[src/rtl/axi_id_prepend_mux.sv]
// ============================================================================
// Module   : axi_id_prepend_mux
// Purpose  : Round-robin multiplexer of NoSlvPorts AXI slave ports onto one
//            AXI master port. AW/AR IDs are widened by prepending the winning
//            port index; B/R are routed back by that index and the index bits
//            are stripped again. W beats follow AW order through a FIFO.
// Ports    : clk_i/rst_ni             clock, async active-low reset
//            slv_{aw,w,ar}_*          per-slave request channels (in)
//            slv_{b,r}_*              per-slave response channels (out)
//            mst_{aw,w,ar}_*          master request channels (out)
//            mst_{b,r}_*              master response channels (in)
// Notes    : Channel structs must be packed with the id field first (MSBs),
//            so prepending/stripping the index is a plain concat/truncation.
// Revision : 1.0 - initial release
// ============================================================================
`default_nettype none

package axi_id_prepend_mux_pkg;
    typedef struct packed {
        logic [3:0]  id;
        logic [31:0] addr;
        logic [7:0]  len;
    } slv_ax_chan_t;

    typedef struct packed {
        logic [5:0]  id;
        logic [31:0] addr;
        logic [7:0]  len;
    } mst_ax_chan_t;

    typedef struct packed {
        logic [31:0] data;
        logic [3:0]  strb;
        logic        last;
    } w_chan_t;

    typedef struct packed {
        logic [3:0] id;
        logic [1:0] resp;
    } slv_b_chan_t;

    typedef struct packed {
        logic [5:0] id;
        logic [1:0] resp;
    } mst_b_chan_t;

    typedef struct packed {
        logic [3:0]  id;
        logic [31:0] data;
        logic [1:0]  resp;
        logic        last;
    } slv_r_chan_t;

    typedef struct packed {
        logic [5:0]  id;
        logic [31:0] data;
        logic [1:0]  resp;
        logic        last;
    } mst_r_chan_t;
endpackage

module axi_id_prepend_mux
    import axi_id_prepend_mux_pkg::*;
#(
    parameter int unsigned NoSlvPorts        = 4,
    parameter int unsigned AxiIdWidthSlvPort = 4,
    parameter int unsigned AxiIdWidthMstPort = 6,
    parameter int unsigned MaxWTrans         = 8,
    parameter type slv_aw_chan_t = slv_ax_chan_t,
    parameter type slv_w_chan_t  = w_chan_t,
    parameter type slv_b_chan_t  = axi_id_prepend_mux_pkg::slv_b_chan_t,
    parameter type slv_ar_chan_t = slv_ax_chan_t,
    parameter type slv_r_chan_t  = axi_id_prepend_mux_pkg::slv_r_chan_t,
    parameter type mst_aw_chan_t = mst_ax_chan_t,
    parameter type mst_w_chan_t  = w_chan_t,
    parameter type mst_b_chan_t  = axi_id_prepend_mux_pkg::mst_b_chan_t,
    parameter type mst_ar_chan_t = mst_ax_chan_t,
    parameter type mst_r_chan_t  = axi_id_prepend_mux_pkg::mst_r_chan_t
) (
    input  logic                  clk_i,
    input  logic                  rst_ni,
    input  slv_aw_chan_t          slv_aw_chans_i [NoSlvPorts],
    input  logic [NoSlvPorts-1:0] slv_aw_valids_i,
    output logic [NoSlvPorts-1:0] slv_aw_readies_o,
    input  slv_w_chan_t           slv_w_chans_i  [NoSlvPorts],
    input  logic [NoSlvPorts-1:0] slv_w_valids_i,
    output logic [NoSlvPorts-1:0] slv_w_readies_o,
    output slv_b_chan_t           slv_b_chans_o  [NoSlvPorts],
    output logic [NoSlvPorts-1:0] slv_b_valids_o,
    input  logic [NoSlvPorts-1:0] slv_b_readies_i,
    input  slv_ar_chan_t          slv_ar_chans_i [NoSlvPorts],
    input  logic [NoSlvPorts-1:0] slv_ar_valids_i,
    output logic [NoSlvPorts-1:0] slv_ar_readies_o,
    output slv_r_chan_t           slv_r_chans_o  [NoSlvPorts],
    output logic [NoSlvPorts-1:0] slv_r_valids_o,
    input  logic [NoSlvPorts-1:0] slv_r_readies_i,
    output mst_aw_chan_t          mst_aw_chan_o,
    output logic                  mst_aw_valid_o,
    input  logic                  mst_aw_ready_i,
    output mst_w_chan_t           mst_w_chan_o,
    output logic                  mst_w_valid_o,
    input  logic                  mst_w_ready_i,
    input  mst_b_chan_t           mst_b_chan_i,
    input  logic                  mst_b_valid_i,
    output logic                  mst_b_ready_o,
    output mst_ar_chan_t          mst_ar_chan_o,
    output logic                  mst_ar_valid_o,
    input  logic                  mst_ar_ready_i,
    input  mst_r_chan_t           mst_r_chan_i,
    input  logic                  mst_r_valid_i,
    output logic                  mst_r_ready_o
);

    localparam int unsigned c_IDX_W = $clog2(NoSlvPorts);
    localparam int unsigned c_PTR_W = (MaxWTrans > 1) ? $clog2(MaxWTrans) : 1;
    localparam int unsigned c_CNT_W = $clog2(MaxWTrans + 1);

    if (NoSlvPorts < 2) begin : g_chk_ports
        $error("NoSlvPorts must be at least 2");
    end
    if (AxiIdWidthMstPort != AxiIdWidthSlvPort + c_IDX_W) begin : g_chk_idw
        $error("AxiIdWidthMstPort must equal AxiIdWidthSlvPort + clog2(NoSlvPorts)");
    end
    if ($bits(mst_aw_chan_t) != $bits(slv_aw_chan_t) + c_IDX_W) begin : g_chk_aw
        $error("AW channel widths inconsistent with index width");
    end

    typedef enum logic [0:0] {ST_IDLE = 1'b0, ST_LOCKED = 1'b1} arb_state_e;

    // First requester at or after ptr, wrapping around the port count.
    function automatic logic [c_IDX_W-1:0] rr_pick(input logic [NoSlvPorts-1:0] req,
                                                   input logic [c_IDX_W-1:0]    ptr);
        logic [c_IDX_W-1:0] pick;
        logic [c_IDX_W-1:0] cand;
        pick = ptr;
        for (int i = NoSlvPorts - 1; i >= 0; i--) begin
            cand = c_IDX_W'((32'(ptr) + 32'(i)) % NoSlvPorts);
            if (req[cand]) pick = cand;
        end
        return pick;
    endfunction

    function automatic logic [c_IDX_W-1:0] idx_inc(input logic [c_IDX_W-1:0] idx);
        return (32'(idx) == NoSlvPorts - 1) ? '0 : idx + c_IDX_W'(1);
    endfunction

    function automatic logic [c_PTR_W-1:0] ptr_inc(input logic [c_PTR_W-1:0] ptr);
        return (32'(ptr) == MaxWTrans - 1) ? '0 : ptr + c_PTR_W'(1);
    endfunction

    // ------------------------------------------------------------------ W FIFO
    logic [c_IDX_W-1:0] r_fifo_mem [MaxWTrans];
    logic [c_PTR_W-1:0] r_wr_ptr, r_rd_ptr;
    logic [c_CNT_W-1:0] r_count;
    logic               w_fifo_full, w_fifo_empty, w_push, w_pop;
    logic [c_IDX_W-1:0] w_head;

    // ---------------------------------------------------------------- AW arbiter
    arb_state_e         r_aw_state;
    logic [c_IDX_W-1:0] r_aw_idx, r_aw_ptr, w_aw_idx;
    logic               w_aw_valid, w_aw_hs;

    always_comb begin
        w_aw_idx   = rr_pick(slv_aw_valids_i, r_aw_ptr);
        w_aw_valid = (|slv_aw_valids_i) && !w_fifo_full;
        // Once offered, the grant is held so the master payload stays stable.
        if (r_aw_state == ST_LOCKED) begin
            w_aw_idx   = r_aw_idx;
            w_aw_valid = 1'b1;
        end
        w_aw_valid = w_aw_valid && rst_ni;
    end

    assign w_aw_hs        = w_aw_valid && mst_aw_ready_i;
    assign mst_aw_valid_o = w_aw_valid;
    assign mst_aw_chan_o  = mst_aw_chan_t'({w_aw_idx, slv_aw_chans_i[w_aw_idx]});

    always_comb begin
        slv_aw_readies_o           = '0;
        slv_aw_readies_o[w_aw_idx] = w_aw_hs;
    end

    always_ff @(posedge clk_i or negedge rst_ni) begin
        if (!rst_ni) begin
            r_aw_state <= ST_IDLE;
            r_aw_idx   <= '0;
            r_aw_ptr   <= '0;
        end else if (w_aw_hs) begin
            r_aw_state <= ST_IDLE;
            r_aw_ptr   <= idx_inc(w_aw_idx);
        end else if (w_aw_valid) begin
            r_aw_state <= ST_LOCKED;
            r_aw_idx   <= w_aw_idx;
        end
    end

    // ---------------------------------------------------------------- AR arbiter
    arb_state_e         r_ar_state;
    logic [c_IDX_W-1:0] r_ar_idx, r_ar_ptr, w_ar_idx;
    logic               w_ar_valid, w_ar_hs;

    always_comb begin
        w_ar_idx   = rr_pick(slv_ar_valids_i, r_ar_ptr);
        w_ar_valid = |slv_ar_valids_i;
        if (r_ar_state == ST_LOCKED) begin
            w_ar_idx   = r_ar_idx;
            w_ar_valid = 1'b1;
        end
        w_ar_valid = w_ar_valid && rst_ni;
    end

    assign w_ar_hs        = w_ar_valid && mst_ar_ready_i;
    assign mst_ar_valid_o = w_ar_valid;
    assign mst_ar_chan_o  = mst_ar_chan_t'({w_ar_idx, slv_ar_chans_i[w_ar_idx]});

    always_comb begin
        slv_ar_readies_o           = '0;
        slv_ar_readies_o[w_ar_idx] = w_ar_hs;
    end

    always_ff @(posedge clk_i or negedge rst_ni) begin
        if (!rst_ni) begin
            r_ar_state <= ST_IDLE;
            r_ar_idx   <= '0;
            r_ar_ptr   <= '0;
        end else if (w_ar_hs) begin
            r_ar_state <= ST_IDLE;
            r_ar_ptr   <= idx_inc(w_ar_idx);
        end else if (w_ar_valid) begin
            r_ar_state <= ST_LOCKED;
            r_ar_idx   <= w_ar_idx;
        end
    end

    // ---------------------------------------------------------- W order FIFO
    assign w_fifo_full  = (r_count == c_CNT_W'(MaxWTrans));
    assign w_fifo_empty = (r_count == '0);
    assign w_push       = w_aw_hs;
    assign w_head       = r_fifo_mem[r_rd_ptr];
    assign w_pop        = mst_w_valid_o && mst_w_ready_i && mst_w_chan_o.last;

    always_ff @(posedge clk_i) begin
        if (w_push) r_fifo_mem[r_wr_ptr] <= w_aw_idx;
    end

    always_ff @(posedge clk_i or negedge rst_ni) begin
        if (!rst_ni) begin
            r_wr_ptr <= '0;
            r_rd_ptr <= '0;
            r_count  <= '0;
        end else begin
            if (w_push) r_wr_ptr <= ptr_inc(r_wr_ptr);
            if (w_pop)  r_rd_ptr <= ptr_inc(r_rd_ptr);
            case ({w_push, w_pop})
                2'b10:   r_count <= r_count + c_CNT_W'(1);
                2'b01:   r_count <= r_count - c_CNT_W'(1);
                default: r_count <= r_count;
            endcase
        end
    end

    // W beats are only steered from the FIFO head, which is written at the AW
    // handshake edge, so a beat can never overtake its own AW.
    assign mst_w_chan_o  = slv_w_chans_i[w_head];
    assign mst_w_valid_o = !w_fifo_empty && slv_w_valids_i[w_head];

    always_comb begin
        slv_w_readies_o = '0;
        if (!w_fifo_empty) slv_w_readies_o[w_head] = mst_w_ready_i;
    end

    // ---------------------------------------------------------- B/R routing
    logic [c_IDX_W-1:0] w_b_idx, w_r_idx;
    logic               w_b_in_range, w_r_in_range;

    assign w_b_idx      = mst_b_chan_i.id[AxiIdWidthMstPort-1:AxiIdWidthSlvPort];
    assign w_r_idx      = mst_r_chan_i.id[AxiIdWidthMstPort-1:AxiIdWidthSlvPort];
    assign w_b_in_range = (32'(w_b_idx) < NoSlvPorts);
    assign w_r_in_range = (32'(w_r_idx) < NoSlvPorts);

    // Responses carrying an index with no matching port are swallowed.
    always_comb begin
        slv_b_valids_o = '0;
        mst_b_ready_o  = 1'b1;
        if (w_b_in_range) begin
            slv_b_valids_o[w_b_idx] = mst_b_valid_i;
            mst_b_ready_o           = slv_b_readies_i[w_b_idx];
        end
    end

    always_comb begin
        slv_r_valids_o = '0;
        mst_r_ready_o  = 1'b1;
        if (w_r_in_range) begin
            slv_r_valids_o[w_r_idx] = mst_r_valid_i;
            mst_r_ready_o           = slv_r_readies_i[w_r_idx];
        end
    end

    for (genvar g = 0; g < NoSlvPorts; g++) begin : g_slv_resp
        assign slv_b_chans_o[g] = slv_b_chan_t'(mst_b_chan_i[$bits(slv_b_chan_t)-1:0]);
        assign slv_r_chans_o[g] = slv_r_chan_t'(mst_r_chan_i[$bits(slv_r_chan_t)-1:0]);
    end

`ifndef SYNTHESIS
    a_aw_stable: assert property (@(posedge clk_i) disable iff (!rst_ni)
        mst_aw_valid_o && !mst_aw_ready_i |=> mst_aw_valid_o && $stable(mst_aw_chan_o));
    a_ar_stable: assert property (@(posedge clk_i) disable iff (!rst_ni)
        mst_ar_valid_o && !mst_ar_ready_i |=> mst_ar_valid_o && $stable(mst_ar_chan_o));
    a_b_idx: assert property (@(posedge clk_i) disable iff (!rst_ni)
        mst_b_valid_i |-> w_b_in_range);
    a_r_idx: assert property (@(posedge clk_i) disable iff (!rst_ni)
        mst_r_valid_i |-> w_r_in_range);
`endif

endmodule

`default_nettype wire

[config.mk]
export PLATFORM = sky130hd
export DESIGN_NAME = axi_id_prepend_mux
export DESIGN_NICKNAME = d
export VERILOG_FILES = /design/src/rtl/axi_id_prepend_mux.sv
export SDC_FILE = /design/constraint.sdc
export NUM_CORES = 1
export LEC_CHECK = 0
export CORE_AREA = 10 10 345 347
export DETAILED_ROUTE_END_ITERATION = 10
export DIE_AREA = 0 0 355 357
export PLACE_DENSITY = 0.3
export SLEW_MARGIN = 10
export SYNTH_ARGS = -nofsm -noshare
export SYNTH_HDL_FRONTEND = slang
export SYNTH_SLANG_ARGS = --single-unit
[constraint.sdc]
create_clock -name clk_i -period 4.1 [get_ports clk_i]
set_input_delay 0.82 -clock clk_i [delete_from_list [all_inputs] [get_ports clk_i]]
set_output_delay 0.82 -clock clk_i [all_outputs]
set_load 0.02 [all_outputs]
# [Yosys cells after proc, flatten, opt, wreduce, memory -nomap -nowiden]
# Memories as Yosys holds them, arrays and structs flattened.
# Cells that the tools add are included.
[op_classes] n_addsub=12 n_lt_le_gt_ge=21 eq_ne=7 mux=65 n_bitwise=10 reduce_logical=23
[op_table] cell="44-bit binary-select mux with 2-bit select" n=2
[op_table] cell="44-bit 2-to-1 mux" n=4
[op_table] cell="37-bit binary-select mux with 2-bit select" n=1
[op_table] cell="37-bit 2-to-1 mux" n=2
[op_table] cell="2-bit by 3-bit less-than comparator with 1-bit output (second input constant)" n=13
[op_table] cell="1-bit 2-to-1 mux" n=24
[op_table] cell="2-bit 2-to-1 mux" n=12
[op_table] cell="1-bit binary-select mux with 2-bit select" n=11
[op_table] cell="4-bit AND" n=5
[op_table] cell="1-bit logical AND" n=13
[op_table] cell="1-bit demux with 2-bit select" n=5
[op_table] cell="2-bit by 1-bit >= comparator with 1-bit output (second input constant)" n=5
[op_table] cell="3-bit >= comparator (second input constant)" n=3
[op_table] cell="2-bit inverter with 3-bit output" n=3
[op_table] cell="2-bit by 1-bit adder with 2-bit output (second input constant)" n=4
[op_table] cell="2-bit adder (second input constant)" n=4
[op_table] cell="4-bit one-hot mux with 2 select lines" n=1
[op_table] cell="4-bit OR reduction" n=2
[op_table] cell="3-bit by 1-bit adder with 3-bit output (second input constant)" n=2
[op_table] cell="2-bit equality test (second input constant)" n=3
[op_table] cell="3-bit equality test (second input constant)" n=2
[op_table] cell="3-bit 2-to-1 mux" n=2
[op_table] cell="2-bit nonzero test" n=3
[op_table] cell="4-bit by 1-bit adder with 4-bit output (second input constant)" n=1
[op_table] cell="other kinds (8)" n=11
[totals] ff_bits=20 ram_bits=16 inputBits=576 output_inout_bits=334 wordCells=148 mem_count=1
[memory_table] memory="r_fifo_mem" words=8 width=2 read_ports=1 rd_clocked_by_memory_dff=0 write_ports=1 line="152" source="logic [c_IDX_W-1:0] r_fifo_mem [MaxWTrans];"

# [Logic depth before layout (Yosys ltp)]
[depth] depth_word=13 mapped_depth=14

# [Worst setup path before layout]
# No wires, ideal clock.
[synth_path] path_kind="in2out" startpoint="input slv_aw_valids_i[0]" endpoint="output slv_aw_readies_o[2]" arrival_ns=2.887 required_ns=3.280 setup_slack_ns=0.393 path_stages=9 n_path_buf=2 path_cell_list="nor2b_1 > o21ai_0 > o221ai_1 > o21ai_1 > buf_2 > buf_1 > inv_1 > ha_1 > and3_1"
[synth_lines] item="from (decl)" line="83" source="input logic [NoSlvPorts-1:0] slv_aw_valids_i,"
[synth_lines] item="to (decl)" line="84" source="output logic [NoSlvPorts-1:0] slv_aw_readies_o,"

==> out/results.txt <==
Endpoints failing setup = 0
DRT Wirelength = 55900 um
Reg clk slew, reported paths = 0.06 ns
Via count = 8355
NumNets Final = 1992
Die Width = 355 um
Clock skew = 0.00288 ns
Dominant synthesized flop cell = dfrtp_1
CTS H-tree lvls = 2
Crit path arrival time = 3.21 ns
DP Area = 0.0156 mm^2
Routability Congestion = 0.792
Setup Crit Path Kind = in -> out
Design area = 0.0162 mm^2
Worst-Margin Slew = 0.518 ns
Share of layout cells above drive strength 1 = 0.170
Initial Util = 0.0674
Final HPWL DP = 49600 um
Port bufs = 684
Seq/Total Area, Yosys = 0.130
Crit end category = output port
Area of the mapped netlist = 0.00755 mm^2
Final critical-path required period = 4.03 ns
Clock Tree Root = clkbuf_16
PwrDens = 542 mW/mm^2
Core area = 0.112 mm^2
EDFF count, synth = 16
Drt drc = 0
Die Ht = 357 um
DRT iter0 DRCs = 175
Maximum VDD drop = 0.266 mV
Post-synth top area share = 0.409
DIE AREA = 0.127 mm^2
Largest net degree at the start of global routing = 38
CTS tree = yes
Hold Vio Cnt, Final = 0
Yosys top cell by area = mux2i_1
Clock Sinks = 36
Number of global-route vias before repair = 9519
Vias/cell = 2.87
Tot GR Track Use = 0.0816
Leakage Power = 6.30 nW
Synthesis Warnings = 0
P_int = 4.59 mW
FF-to-FF setup slack = 0.41 ns
Max-cap check violation count = 0
Max frequency = 248 MHz
Relative slew slack = 0.650
CTS buffer count = 5
Post-Synthesis Net Count = 1430
Cells after Synth = 838
Initial antenna violation count = 18
Clock share of power = 0.045
Antenna Nets Post-Route = 0
CP Launch Type = input pin
Routed len/inst = 19.2 um
# IOs = 910
1st-pass router iterations = 4
Req. time, crit path = 3.28 ns
Status = finished clean
Count of different cell masters after synthesis = 40
Clock Tree Buf Depth = 2
Combinational Power Share = 0.880
Syn_area_per_cell = 9.00 um^2
Layout area overhead = 114%
First-pass GRT wire length = 74500 um
Congestion Overflow GR = 0
Flop pwr share = 0.076
Tot Pwr = 8.75 mW
Min-Delay Path Class = reg -> reg
Sw Ratio = 0.476
Period utilization = 0.982
Asr flop ratio synth = 0.556
Switch Pwr = 4.17 mW
# rows = 123
Slew Viols, Final = 0
Crit-path max FO = 13
Synthesized flop and latch total = 36
Clk_lat worst skew = 0.29 ns
Synth area leaders = mux2i_1, buf_4, dfrtp_1
[final timing paths]
kind,start,to,cells past startpoint
hold / removal,r_count[3],r_count[3],1
hold reg to reg,r_count[3],r_count[3],1
min in group asynchronous,rst_ni,r_aw_state,2
max in group asynchronous,rst_ni,r_rd_ptr[2],3
setup reg to reg,r_rd_ptr[2],r_count[3],13
setup / recovery,slv_aw_valids_i[0],mst_aw_chan_o[4],11
[power by group through the flow]
| stage | combinational (mW) | sequential (mW) | clock [mW] |
|---|---|---|---|
| 2_1_floorplan | 4.22 | 0.580 | 0 |
| 3_3_place_gp | 7.71 | 0.652 | 0 |
| 3_5_place_dp | 7.70 | 0.655 | 0 |
| 4_1_cts | 7.67 | 0.667 | 0.418 |
| 5_1_grt | 8.26 | 0.686 | 0.435 |
| 6_report | 7.70 | 0.662 | 0.391 |
[layout make-up]
| cell class | instances | area [um^2] |
|---|---|---|
| flip-flops and latches | 36 | 982 |
| well taps | 1500 | 1880 |
| multi-input cells | 555 | 5250 |
| diodes | 8 | 20.0 |
| fillers | 12781 | 95900 |
| inverters | 15 | 56.3 |
| clock buffers | 5 | 125 |
| clock inverters | 3 | 17.5 |
| repair buffers | 787 | 7840 |
[metrics by stage]
step | setup WS, ns | util | hold WS (ns) | instances | TNS (ns)
final | 0.0728 | 0.144 | 0.491 | 2909 | 0
after global routing | -0.0192 | 0.144 | 0.511 | 2908 | -0.0824
after CTS | -0.0127 | 0.141 | 0.493 | 2892 | -0.0247
after detailed placement | -0.339 | 0.139 | 0.483 | 2878 | -21.91
after global placement | -0.381 | 0.139 | 0.481 | 2878 | -18.58
after floorplan | 0.393 | - | 0.450 | 838 | 0
[kinds of logic after synthesis]
group,count (synthesis),share of synthesized area
buf+inv,248,0.220
simple gates,107,0.0703
fa+ha+maj,16,0.0275
flops,36,0.130
xor+xnor,4,0.00464
compound gates,67,0.0509
mux,360,0.497
[metal layers]
layer / routed length, um / vias to the layer above / track usage
met5: 26 / - / 0
met4: 999 / 4 / 0.0205
met3: 5950 / 80 / 0.0381
met2: 30400 / 496 / 0.160
met1: 18500 / 3824 / 0.0745
li1: - / 3951 / -
[worst max-delay path, cell delays in order]
cell             delay [ns]
clkdlybuf4s50_1        0.46
nor3b_2                0.26
a2111oi_4              0.08
buf_4                  0.15
o31ai_4                0.24
buf_12                 0.19
buf_12                 0.19
buf_6                  0.18
mux2i_2                0.29
mux2i_1                0.12
buf_4                  0.18
[cell usage after synthesis, drive strengths merged (4+ instances only)]
| master | number |
|---|---|
| clkbuf | 15 |
| dfrtp | 20 |
| edfxtp | 16 |
| a21oi | 42 |
| nand2 | 16 |
| a21o | 4 |
| nor2 | 49 |
| mux4 | 6 |
| buf | 218 |
| nor2b | 8 |
| nor4 | 4 |
| ha | 15 |
| mux2i | 308 |
| inv | 15 |
| nor3 | 5 |
| o21ai | 9 |
| nor3b | 4 |
| mux2 | 46 |
| nand2b | 5 |
| and3 | 11 |
[layout by cell type (no fill, tap or decap), types with 8 or more instances in the layout]
cell               n
a21oi_1           42
and3_1            11
buf_12            24
buf_4             95
buf_6              8
clkbuf_2           8
clkdlybuf4s15_1   10
clkdlybuf4s50_1  576
dfrtp_1           19
diode_2            8
dlygate4sd2_1     56
edfxtp_1          16
ha_1              15
inv_1             15
mux2_2            43
mux2i_1          284
mux2i_2           11
mux2i_4           13
nand2_1           16
nor2_1            49
[state kept, by name (all words and copies together), names as in the netlist]
register / count
r_ar_ptr: 2
r_aw_state: 1
r_fifo_mem: 16
r_count: 4
r_ar_idx: 2
r_aw_idx: 2
r_aw_ptr: 2
r_rd_ptr: 3
r_ar_state: 1
r_wr_ptr: 3
[timing repair]
item                                    in CTS  in global routing
endpoints found under the setup margin     107                 79
buffers inserted                             5                  7
hold buffers                                 0                  0
pin swaps                                    1                  4
resized for setup                          102                 71
gates cloned                                 1                  2
(Power assumes the default switching activity.)
